File: config.mk
export PLATFORM = sky130hd
export DESIGN_NAME = rv_run_ctrl
export DESIGN_NICKNAME = d
export VERILOG_FILES = /design/src/rtl/rv_sim_pkg.sv /design/src/rtl/rv_sat_counter.sv /design/src/rtl/rv_run_ctrl.sv
export SDC_FILE = /design/constraint.sdc
export NUM_CORES = 1
export LEC_CHECK = 0
export CORE_ASPECT_RATIO = 0.7
export CORE_UTILIZATION = 45
export DETAILED_ROUTE_END_ITERATION = 7
export PLACE_DENSITY = 0.84
export SYNTH_ARGS = -nofsm -noshare
export SYNTH_HDL_FRONTEND = slang
export SYNTH_SLANG_ARGS = --single-unit
File: constraint.sdc
create_clock -name clk -period 4.3 [get_ports clk]
set_input_delay 0.86 -clock clk [delete_from_list [all_inputs] [get_ports clk]]
set_output_delay 0.86 -clock clk [all_outputs]
set_load 0.005 [all_outputs]
File: src/rtl/rv_sim_pkg.sv
// rtl/rv_sim_pkg.sv - shared types and constants for the RV run controller
package rv_sim_pkg;

  // Run controller states: idle, core held in reset, core running, terminal causes
  typedef enum logic [2:0] {
    ST_IDLE,
    ST_HOLD,
    ST_RUN,
    ST_PASS,
    ST_FAIL,
    ST_TIMEOUT
  } run_state_t;

  // Exit word value that reports success
  localparam int unsigned TOHOST_PASS = 1;

  // Bit of the exit word that marks the write as an exit request
  localparam int unsigned TOHOST_EXIT_BIT = 0;

  // True for the three terminal states
  function automatic logic is_terminal(input run_state_t s);
    return (s == ST_PASS) || (s == ST_FAIL) || (s == ST_TIMEOUT);
  endfunction

endpackage

File: src/rtl/rv_sat_counter.sv
// rtl/rv_sat_counter.sv - counter with synchronous clear that saturates at all-ones
module rv_sat_counter #(
  parameter int unsigned WIDTH = 32
) (
  input  logic             clk,
  input  logic             rst,
  input  logic             clr,
  input  logic             en,
  output logic [WIDTH-1:0] count
);

  logic [WIDTH-1:0] count_q;
  logic [WIDTH-1:0] count_d;

  // Next count: clear has priority; increment stops once all ones is reached
  always_comb begin
    count_d = count_q;
    if (clr) begin
      count_d = '0;
    end else if (en && (count_q != '1)) begin
      count_d = count_q + WIDTH'(1);
    end
  end

  // Count register
  always_ff @(posedge clk or posedge rst) begin
    if (rst) begin
      count_q <= '0;
    end else begin
      count_q <= count_d;
    end
  end

  assign count = count_q;

endmodule

File: src/rtl/rv_run_ctrl.sv
// rtl/rv_run_ctrl.sv - core reset sequencer and tohost completion monitor
module rv_run_ctrl
  import rv_sim_pkg::*;
#(
  parameter int unsigned     XLEN         = 32,
  parameter int unsigned     RESET_CYCLES = 2,
  parameter int unsigned     MAX_CYCLES   = 100,
  parameter logic [XLEN-1:0] TOHOST_ADDR  = 32'h0000_1000,
  parameter int unsigned     CNT_W        = 32
) (
  input  logic             clk,
  input  logic             rst,
  input  logic             start,
  output logic             core_rst_n,
  input  logic             dmem_we,
  input  logic [XLEN-1:0]  dmem_addr,
  input  logic [XLEN-1:0]  dmem_wdata,
  input  logic             retire,
  output logic             busy,
  output logic             done,
  output logic             pass,
  output logic             fail,
  output logic             timeout,
  output logic [XLEN-2:0]  exit_code,
  output logic [CNT_W-1:0] cycle_count,
  output logic [CNT_W-1:0] instret_count
);

  // Hold counter is loaded with RESET_CYCLES and the transition to RUN happens
  // on the edge where it is already zero, so core_rst_n rises RESET_CYCLES+1
  // edges after the start edge.
  localparam int unsigned       HOLD_W    = (RESET_CYCLES < 2) ? 1 : $clog2(RESET_CYCLES + 1);
  localparam logic [HOLD_W-1:0] HOLD_LOAD = HOLD_W'(RESET_CYCLES);

  run_state_t       state_q, state_d;
  logic [HOLD_W-1:0] hold_q, hold_d;
  logic [XLEN-2:0]  exit_code_q, exit_code_d;
  logic             core_rst_n_q, core_rst_n_d;
  logic             busy_q, busy_d;
  logic             done_q, done_d;
  logic             pass_q, pass_d;
  logic             fail_q, fail_d;
  logic             timeout_q, timeout_d;

  logic in_run;
  logic exit_wr;
  logic exit_pass;
  logic budget_hit;
  logic cnt_en;
  logic inst_en;

  assign in_run    = (state_q == ST_RUN);
  assign exit_wr   = dmem_we && (dmem_addr == TOHOST_ADDR) && dmem_wdata[TOHOST_EXIT_BIT];
  assign exit_pass = (dmem_wdata == XLEN'(TOHOST_PASS));

  // Budget expires on the edge where cycle_count becomes MAX_CYCLES; a counter
  // pinned at all ones can never step onto it.
  assign budget_hit = (MAX_CYCLES != 0) && (cycle_count != '1) &&
                      ((64'(cycle_count) + 64'd1) == 64'(MAX_CYCLES));

  // Counters only advance in RUN; a start in the same cycle clears instead
  assign cnt_en  = in_run && !start;
  assign inst_en = cnt_en && retire;

  // Next state, hold counter, exit code and registered output values
  always_comb begin
    state_d     = state_q;
    hold_d      = hold_q;
    exit_code_d = exit_code_q;

    if (start) begin
      state_d     = ST_HOLD;
      hold_d      = HOLD_LOAD;
      exit_code_d = '0;
    end else begin
      case (state_q)
        ST_IDLE: begin
          state_d = ST_IDLE;
        end
        ST_HOLD: begin
          if (hold_q == '0) begin
            state_d = ST_RUN;
          end else begin
            hold_d = hold_q - HOLD_W'(1);
          end
        end
        ST_RUN: begin
          if (exit_wr) begin
            if (exit_pass) begin
              state_d = ST_PASS;
            end else begin
              state_d     = ST_FAIL;
              exit_code_d = dmem_wdata[XLEN-1:1];
            end
          end else if (budget_hit) begin
            state_d = ST_TIMEOUT;
          end
        end
        ST_PASS, ST_FAIL, ST_TIMEOUT: begin
          state_d = state_q;
        end
        default: begin
          state_d = ST_IDLE;
        end
      endcase
    end

    core_rst_n_d = (state_d == ST_RUN);
    busy_d       = (state_d == ST_HOLD) || (state_d == ST_RUN);
    done_d       = is_terminal(state_d);
    pass_d       = (state_d == ST_PASS);
    fail_d       = (state_d == ST_FAIL);
    timeout_d    = (state_d == ST_TIMEOUT);
  end

  // State and output registers
  always_ff @(posedge clk or posedge rst) begin
    if (rst) begin
      state_q      <= ST_IDLE;
      hold_q       <= '0;
      exit_code_q  <= '0;
      core_rst_n_q <= 1'b0;
      busy_q       <= 1'b0;
      done_q       <= 1'b0;
      pass_q       <= 1'b0;
      fail_q       <= 1'b0;
      timeout_q    <= 1'b0;
    end else begin
      state_q      <= state_d;
      hold_q       <= hold_d;
      exit_code_q  <= exit_code_d;
      core_rst_n_q <= core_rst_n_d;
      busy_q       <= busy_d;
      done_q       <= done_d;
      pass_q       <= pass_d;
      fail_q       <= fail_d;
      timeout_q    <= timeout_d;
    end
  end

  rv_sat_counter #(.WIDTH(CNT_W)) u_cycle_cnt (
    .clk   (clk),
    .rst   (rst),
    .clr   (start),
    .en    (cnt_en),
    .count (cycle_count)
  );

  rv_sat_counter #(.WIDTH(CNT_W)) u_instret_cnt (
    .clk   (clk),
    .rst   (rst),
    .clr   (start),
    .en    (inst_en),
    .count (instret_count)
  );

  assign core_rst_n = core_rst_n_q;
  assign busy       = busy_q;
  assign done       = done_q;
  assign pass       = pass_q;
  assign fail       = fail_q;
  assign timeout    = timeout_q;
  assign exit_code  = exit_code_q;

endmodule
==> results.json, run 1 <==
{
  "period_share_pct": 76.3,
  "synth_area_leaders": "dfrtp_1 (48%), nor2_1 (5.1%), a22o_1 (4.9%), xnor2_1 (4.9%), xor2_1 (4.5%)",
  "setup_tns_ns": 0,
  "max_cap_violations": 0,
  "die_h_um": 94.4,
  "cp_slowest_cell": "nor4_2",
  "grt_pass1_wl_um": 24800,
  "fmax_mhz": 305,
  "rows": 33,
  "p_comb_share_pct": 11.0,
  "finalPower_mw": 2.09,
  "post-dp-hpwl_um": 11300,
  "crit_path_max_fanout": 20,
  "final_common_cell": "clkdlybuf4s50_1",
  "drc_errors": 0,
  "yosysSeqAreaShare_pct": 48.4,
  "p_sw_share_pct": 23.8,
  "ir_worst_vdd_v": 0.000202,
  "ys_warn_count": 0,
  "clock_path_buffers": 2,
  "outcome": "finished clean",
  "syn_area_sq_um": 5490,
  "overflow": 0,
  "internal_power_mw": 1.59,
  "synth_flop_cell": "dfrtp_1",
  "die_area_sq_um": 12600,
  "placed_area_sq_um": 7310,
  "syn_nets": 642,
  "async_reset_ff_share_pct": 100,
  "vias": 5163,
  "endpoint_kind": "flip-flop",
  "stdcell_area_sq_um": 7600,
  "cts_resized": 0,
  "rsz0062_at_grt": "no",
  "synth_seq_cells": 106,
  "finalHoldViolations": 0,
  "crit_required_ns": 4.50,
  "io_pins": 170,
  "critPathMaxStageDelay_ns": 0.74,
  "root_buffer": "clkbuf_16",
  "wl_per_cell_um": 17.3,
  "share_clk_of_total_power_pct": 39.4,
  "layout_common_cells": "clkdlybuf4s50_1 (168), dfrtp_1 (106), nor2_1 (74), nand2_1 (34), nand4_1 (32)",
  "nNetsFinal": 798,
  "drtAntennaViolNets": 0,
  "avgSynthCellArea_sq_um": 9.62,
  "p_sw_mw": 0.498,
  "syn_inst": 570,
  "via_per_inst": 5.81,
  "gp_congestion": 0.905,
  "post_cts_buffers": 0,
  "dr.pass1.iters": 5,
  "htree_levels": 3,
  "clk_pin_slew_ns": 0.07,
  "drive_above_1_share_pct": 5.34,
  "p_leak_nw": 2.96,
  "clk_latency_ns": 0.34,
  "slew_violations": 0,
  "grtUsageTotal_pct": 25.2,
  "holdBufCountCts": 0,
  "finalClockSkew_ns": 0.00927,
  "synth_largest_area_cell": "dfrtp_1",
  "pwr-share-seq_pct": 49.6,
  "cts.sinks": 106,
  "port_buffers": 169,
  "antenna_cells": 0,
  "powerDensity_nw_per_um2": 275,
  "crit_chain": "ha_1 > nand3_1 > nor4_2 > nand4_1 > o21a_1 > nand2_1 > nor3_1 > xnor2_1 > nor2_1",
  "dieWidth_um": 134,
  "grt_max_degree": 87,
  "tightest_slew_ns": 1.07,
  "relSlewSlack_pct": 28.9,
  "core_sq_um": 11800,
  "path_class": "reg2reg",
  "synth_top_area_share_pct": 48.4,
  "grt_antenna_before_repair": 0,
  "finalSetupViolCount": 0,
  "first_global_vias": 4895,
  "wirelength_um": 15400,
  "start_util_pct": 46.5,
  "synth_cell_types": 51,
  "startpoint_type": "flip-flop",
  "fin_util_pct": 64.4,
  "hp-class": "reg2reg",
  "drt_iter0_markers": 293,
  "cts_made_buffers": 9,
  "fin_crit_ns": 3.28,
  "synth-edff-count": 0,
  "cts_tree": "built",
  "arrival_ns": 3.48,
  "syn_to_final_growth_pct": 38.5
}
==> stage by stage <==
step	hold WS, ns	cells	worst slack (ns)
detailed placement	0.486	872	0.979
CTS	0.504	888	1.07
global placement	0.487	872	1.11
floorplan	0.488	570	0.651
global route	0.519	888	0.690
finish	0.501	888	1.02
==> worst max-delay path: cells and delay by family (launching register included) <==
kind | cells | cell delay, ns
AND/OR/NAND/NOR | 6 | 1.78
AO/OA/AOI/OAI | 1 | 0.48
flip-flops | 1 | 0.46
adder cells (fa/ha/maj) | 1 | 0.27
XOR/XNOR | 1 | 0.14
==> synth_stat cells, types with 4 or more instances <==
cell type	number
nor3_1	18
nor2_1	74
nand4_1	32
nor4b_1	6
xnor2_1	31
nand2b_1	4
and4_1	8
and2_1	6
inv_1	11
a31oi_1	5
a21oi_1	18
xor2_1	28
clkbuf_1	29
o21ai_0	20
nand2_1	34
nor4_1	18
a22o_1	31
or3_1	14
dfrtp_1	106
nand3_1	27
==> layout make-up <==
type	count	area, sq um
well taps	157	196
inverters	12	47.5
repair buffers	175	1730
flip-flops and latches	106	2650
clock inverters	6	65.1
clock buffers	10	229
fillers	969	4210
multi-input cells	422	2680
==> logic make-up (layout without fill, tap and decap cells) <==
kind of cell | count (synthesis) | in the layout | share of synthesized area (%)
and+or+nand+nor | 262 | 262 | 25.7
adders and majority gates | 3 | 3 | 0.684
buffers and inverters | 42 | 203 | 2.90
muxes | 2 | 2 | 0.388
DFF | 106 | 106 | 48.4
AOI/OAI and AO/OA | 96 | 96 | 12.6
xor gates and xnor gates | 59 | 59 | 9.42
==> worst paths after layout <==
check | start | endpoint | slack, ns | depth (start not counted)
worst min register to register | exit_code[8]$_DFFE_PP0P_ | exit_code[8]$_DFFE_PP0P_ | 0.50 | 1
worst min-delay path | exit_code[8]$_DFFE_PP0P_ | exit_code[8]$_DFFE_PP0P_ | 0.50 | 1
worst max-delay path | u_cycle_cnt.count[0]$_DFFE_PP0P_ | u_cycle_cnt.count[27]$_DFFE_PP0P_ | 1.02 | 9
min in group asynchronous | rst | exit_code[8]$_DFFE_PP0P_ | 1.11 | 2
worst max register to register | u_cycle_cnt.count[0]$_DFFE_PP0P_ | u_cycle_cnt.count[27]$_DFFE_PP0P_ | 1.02 | 9
max in group asynchronous | rst | u_instret_cnt.count[6]$_DFFE_PP0P_ | 2.39 | 3
==> registers in the layout, summed over array words and instances, names as in the netlist <==
register and flops:
busy 1, state_q 3, fail 1, u_cycle_cnt.count 32, hold_q 2, pass 1, u_instret_cnt.count 32, timeout 1
core_rst_n 1, done 1, exit_code 31
==> power by group through the flow <==
stage / registers, mW / logic, mW / clock network, mW
global route: 1.04 / 0.255 / 0.877
detailed placement: 1.06 / 0.231 / 0
CTS: 1.04 / 0.233 / 0.844
global placement: 1.05 / 0.222 / 0
finish: 1.04 / 0.230 / 0.822
floorplan: 1.05 / 0.106 / 0
==> per-layer routing <==
layer	track usage [%]	part of all wire, %
met1	33.1	41
met2	41.0	49
met3	6.28	8.3
met4	8.14	1.8
met5	0	0
No activity file was read; power rests on OpenSTA's default activity.
==> run 2: changes to the inputs <==
Clock period 4.3 ns to 3.39 ns, I/O delays scaled along.
==> run 2 against run 1 <==
Net effect:
- critical path depth rose by 1
- total power rose by 28%
- final cell count rose by 0.68%
- register-to-register slack got worse by 0.64 ns
- clock-buffer cell count rose by 2
- sequential cell count did not move
- largest cell class unchanged
- largest power group unchanged
- highest routed layer unchanged
==> results.json, run 2 (synthesis results as in run 1) <==
{
  "drtAntennaViolNets": 0,
  "rows": 33,
  "gp_congestion": 0.891,
  "io_pins": 170,
  "wl_per_cell_um": 17.1,
  "setup_slack_ns": 0.375,
  "antenna_cells": 0,
  "startpoint_type": "flip-flop",
  "fillCellCount": 936,
  "crit_top_cell": "nor4_1",
  "dieWidth_um": 134,
  "overflow": 0,
  "dr.pass1.iters": 5,
  "cts.sinks": 106,
  "vias": 5108,
  "r2r_end": "done$_DFF_PP0_",
  "rsz0062_at_grt": "no",
  "crit_required_ns": 3.60,
  "cts_made_buffers": 9,
  "crit_path_max_fanout": 8,
  "wirelength_um": 15300,
  "fin_crit_ns": 3.02,
  "post_cts_buffers": 0,
  "cts_tree": "built",
  "dpl_worst_slack_ns": 0.201,
  "slew_violations": 0,
  "crit_chain": "ha_1 > nand3_2 > buf_4 > nor4_1 > and4b_1 > a21oi_1 > nor4_1 > a41oi_1 > o21ai_2 > o21bai_1",
  "ir_worst_vdd_v": 0.000242,
  "post-dp-hpwl_um": 11400,
  "die_area_sq_um": 12600,
  "hold_depth": 1,
  "nNetsFinal": 804,
  "crit_family": "simple AND/OR/NAND/NOR gates",
  "outcome": "finished clean",
  "powerDensity_nw_per_um2": 348,
  "arrival_ns": 3.23,
  "crit_buf_inv": 1,
  "final_common_cell": "clkdlybuf4s50_1",
  "port_buffers": 169,
  "path_class": "reg2reg",
  "max_cap_violations": 0,
  "finalSetupViolCount": 0,
  "finalHoldViolations": 0,
  "grt_max_degree": 73,
  "relSlewSlack_pct": 49.8,
  "first_global_vias": 4785,
  "r2r_start": "u_cycle_cnt.count[0]$_DFFE_PP0P_",
  "r2r_cells": 10,
  "endpoint_kind": "flip-flop",
  "min-delay-start": "exit_code[0]$_DFFE_PP0P_",
  "setup_tns_ns": 0,
  "r2r_slack_ns": 0.37,
  "period_share_pct": 88.9,
  "core_sq_um": 11800,
  "hp-class": "reg2reg",
  "root_buffer": "clkbuf_16",
  "clk_pin_slew_ns": 0.07,
  "htree_levels": 3,
  "layout_common_cells": "clkdlybuf4s50_1 (168), dfrtp_1 (106), nor2_1 (74), nand2_1 (34), nand4_1 (32)",
  "grtUsageTotal_pct": 24.6,
  "die_h_um": 94.4,
  "finalClockSkew_ns": 0.0101,
  "start_util_pct": 46.5,
  "grt_antenna_before_repair": 0,
  "drc_errors": 0,
  "whs_endpoint": "exit_code[0]$_DFFE_PP0P_",
  "syn_to_final_growth_pct": 40.0,
  "tightest_slew_ns": 0.747,
  "cp_slowest_cell": "nor4_1",
  "drt_iter0_markers": 377,
  "p_leak_nw": 2.98,
  "fmax_mhz": 332,
  "clock_path_buffers": 2,
  "clk_latency_ns": 0.34,
  "critPathMaxStageDelay_ns": 0.46,
  "grt_pass1_wl_um": 24200,
  "drive_above_1_share_pct": 6.38,
  "via_per_inst": 5.71
}
-- run 2: report_power, final --
group	internal, mW	total [mW]	switching, mW
combinational	0.149	0.295	0.146
sequential	1.29	1.32	0.0225
clock	0.612	1.06	0.447
-- run 2: repair_timing --
| item | 4_1_cts | 5_1_grt |
|---|---|---|
| endpoints found under the hold margin | 0 | 0 |
| hold buffers | 0 | 0 |
| setup endpoints to repair | 0 | 5 |
| gates resized for setup | 0 | 2 |
-- run 2: cell type report --
cell class / count / area, sq um / share of cell area (%)
clock buffers: 12 / 256 / 3.34
multi-input cells: 422 / 2690 / 35.0
inverters: 12 / 48.8 / 0.635
clock inverters: 4 / 50.0 / 0.652
well taps: 157 / 196 / 2.56
repair buffers: 181 / 1790 / 23.3
flip-flops and latches: 106 / 2650 / 34.5
-- run 2: per-layer routing --
| layer | share of wire, % | vias to the layer above | global-route usage, % |
|---|---|---|---|
| li1 | - | 2389 | - |
| met4 | 1.4 | 0 | 6.25 |
| met3 | 7.8 | 16 | 6.12 |
| met1 | 43 | 2466 | 32.3 |
| met2 | 48 | 237 | 40.8 |
| met5 | 0 | - | 0 |
-- run 2: how the worst max path moves through the flow --
| stage | from | endpoint | slack, ns | cells past startpoint |
|---|---|---|---|---|
| after global routing | u_cycle_cnt.count[0]$_DFFE_PP0P_ | busy$_DFF_PP0_ | 0.11 | 9 |
| final | u_cycle_cnt.count[0]$_DFFE_PP0P_ | done$_DFF_PP0_ | 0.37 | 10 |
| after global placement | dmem_we | done$_DFF_PP0_ | 0.33 | 10 |
| after CTS | u_cycle_cnt.count[0]$_DFFE_PP0P_ | done$_DFF_PP0_ | 0.27 | 10 |
| after detailed placement | dmem_we | done$_DFF_PP0_ | 0.20 | 10 |
| after floorplan | u_cycle_cnt.count[0]$_DFFE_PP0P_ | done$_DFF_PP0_ | 0.65 | 9 |
-- run 2: worst register-to-register path, cell delays in order, from the launching register on --
cell      delay (ns)
dfrtp_1         0.45
ha_1            0.27
nand3_2         0.20
buf_4           0.22
nor4_1          0.46
and4b_1         0.30
a21oi_1         0.08
nor4_1          0.38
a41oi_1         0.18
o21ai_2         0.24
o21bai_1        0.11
-- run 2: through the flow --
| stage | util (%) | hold WS (ns) | instances | total power [mW] | cell area (sq um) |
|---|---|---|---|---|---|
| 3_3_place_gp | 62.4 | 0.485 | 878 | 1.62 | 7360 |
| 5_1_grt | 65.0 | 0.514 | 894 | 2.78 | 7680 |
| 4_1_cts | 65.0 | 0.505 | 894 | 2.69 | 7670 |
| 3_5_place_dp | 62.4 | 0.487 | 878 | 1.63 | 7360 |
| 2_1_floorplan | - | 0.488 | 570 | 1.47 | 5490 |
| 6_report | 65.0 | 0.501 | 894 | 2.67 | 7680 |
==> run 3: changes to the inputs <==
Settings changed: RECOVER_POWER set to 100, SKIP_CTS_REPAIR_TIMING set to 1, SLEW_MARGIN set to 15.
==> run 3 against run 2 <==
Net effect:
- final area is 0.54% lower
- total power is 0.38% lower
- clock skew hardly changed
- wire length is 0.10% lower
- clock power hardly changed
- largest cell class unchanged
- critical path type is now in2reg
- via count is 0.86% higher
- clock-buffer cell count stayed put
==> results.json, run 3 (synthesis results as in run 1) <==
{
  "outcome": "finished clean",
  "crit_chain": "clkdlybuf4s50_1 > nor4_1 > nand3_1 > nor3_1 > nor2b_1 > and2_0 > clkbuf_2 > a22o_1",
  "clock_path_buffers": 2,
  "dieWidth_um": 134,
  "cp-startpoint": "dmem_addr[27]",
  "post-dp-hpwl_um": 11400,
  "path_class": "in2reg",
  "crit_buf_inv": 2,
  "syn_to_final_growth_pct": 39.3,
  "r2r_end": "timeout$_DFF_PP0_",
  "root_buffer": "clkbuf_16",
  "hp-class": "reg2reg",
  "wirelength_um": 15300,
  "cp.depth": 8,
  "dr.pass1.iters": 4,
  "crit_family": "simple AND/OR/NAND/NOR gates",
  "clk_pin_slew_ns": 0.07,
  "crit_required_ns": 3.66,
  "critPathMaxStageDelay_ns": 0.54,
  "htree_levels": 3,
  "arrival_ns": 3.41,
  "final_common_cell": "dfrtp_1",
  "die_h_um": 94.4,
  "drive_above_1_share_pct": 5.56,
  "r2r_start": "u_cycle_cnt.count[0]$_DFFE_PP0P_",
  "powerDensity_nw_per_um2": 348,
  "rows": 33,
  "drc_errors": 0,
  "port_buffers": 169,
  "layout_common_cells": "dfrtp_1 (106), dlygate4sd3_1 (102), nor2_1 (74), clkdlybuf4s50_1 (66), nand2_1 (34)",
  "core_sq_um": 11800,
  "gp_congestion": 0.891,
  "start_util_pct": 46.5,
  "fin_crit_ns": 3.13,
  "tightest_slew_ns": 1.32,
  "clk_latency_ns": 0.34,
  "r2r_slack_ns": 0.30,
  "via_per_inst": 5.76,
  "period_share_pct": 92.4,
  "cts_tree": "built",
  "cp_slowest_cell": "clkbuf_2",
  "first_global_vias": 4785,
  "nNetsFinal": 804,
  "grt_antenna_before_repair": 0,
  "overflow": 0,
  "die_area_sq_um": 12600,
  "drtAntennaViolNets": 0,
  "io_pins": 170,
  "ir_worst_vdd_v": 0.000242,
  "p_leak_nw": 3.32,
  "grtUsageTotal_pct": 24.6,
  "endpoint_kind": "flip-flop",
  "vias": 5152,
  "cts_made_buffers": 9,
  "fillCellCount": 949,
  "crit_path_max_fanout": 31,
  "finalPower_mw": 2.66,
  "grt_max_degree": 73,
  "startpoint_type": "primary input",
  "grt_pass1_wl_um": 24200,
  "relSlewSlack_pct": 11.9,
  "cts.sinks": 106,
  "setup_tns_ns": 0,
  "finalSetupViolCount": 0,
  "finalHoldViolations": 0,
  "antenna_cells": 0,
  "finalClockSkew_ns": 0.0101,
  "r2r_cells": 11,
  "max_cap_violations": 0,
  "wl_per_cell_um": 17.1,
  "critPathCapture": "exit_code[20]$_DFFE_PP0P_",
  "fmax_mhz": 319,
  "rsz0062_at_grt": "no",
  "slew_violations": 0,
  "drt_iter0_markers": 342
}
-- run 3: cell types whose count changed in the layout (fill, tap and decap cells not counted), sizes merged --
cell / previous run / this run
clkbuf: 12 / 18
dlygate4sd3: 0 / 102
clkdlybuf4s50: 168 / 66
buf: 13 / 7
-- run 3: how the worst min path moves through the flow --
stage | startpoint | to | slack, ns | cells past startpoint
after floorplan | hold_q[1]$_DFFE_PP0P_ | hold_q[1]$_DFFE_PP0P_ | 0.49 | 2
after global placement | exit_code[0]$_DFFE_PP0P_ | exit_code[0]$_DFFE_PP0P_ | 0.48 | 1
after detailed placement | exit_code[12]$_DFFE_PP0P_ | exit_code[12]$_DFFE_PP0P_ | 0.49 | 1
after CTS | exit_code[3]$_DFFE_PP0P_ | exit_code[3]$_DFFE_PP0P_ | 0.51 | 1
after global routing | exit_code[3]$_DFFE_PP0P_ | exit_code[3]$_DFFE_PP0P_ | 0.51 | 1
final | exit_code[3]$_DFFE_PP0P_ | exit_code[3]$_DFFE_PP0P_ | 0.50 | 1
-- run 3: layer usage --
layer,vias to the layer above,track usage [%],routed length [um]
met1,2488,32.3,6580
met2,240,40.8,7320
met3,22,6.12,1200
met5,-,0,0
li1,2402,-,-
met4,0,6.25,220
-- run 3: report_power, final --
part / switching [mW] / total [mW] / internal, mW
Sequential: 0.0218 / 1.32 / 1.29
Clock: 0.446 / 1.06 / 0.612
Combinational: 0.145 / 0.287 / 0.142
-- run 3: cell type report --
cell class | count | area (sq um) | area share, %
Clock buffer | 12 | 256 | 3.36
Clock inverter | 4 | 50.0 | 0.655
Inverter | 12 | 48.8 | 0.639
Multi-Input combinational cell | 422 | 2680 | 35.0
Sequential cell | 106 | 2650 | 34.7
Tap cell | 157 | 196 | 2.57
Timing Repair Buffer | 181 | 1760 | 23.0
-- run 3: worst register-to-register path, cell delays in order, from the launching register on --
cell	delay, ns
dfrtp_1	0.47
ha_1	0.27
nand3_2	0.19
nor4_1	0.45
clkbuf_1	0.32
xnor2_1	0.16
a31oi_1	0.14
nor4_2	0.28
nand4_1	0.16
o31a_1	0.32
inv_1	0.12
and2_0	0.14
-- run 3: per-stage QoR --
stage               setup slack [ns]  hold slack (ns)  utilization (%)  area [sq um]  instances
finish                         0.257            0.496             64.7          7640        894
CTS                            0.269            0.505             65.0          7670        894
detailed placement             0.201            0.487             62.4          7360        878
floorplan                      0.653            0.488                -          5490        570
global placement               0.334            0.485             62.4          7360        878
global route                  0.0591            0.509             64.7          7640        894
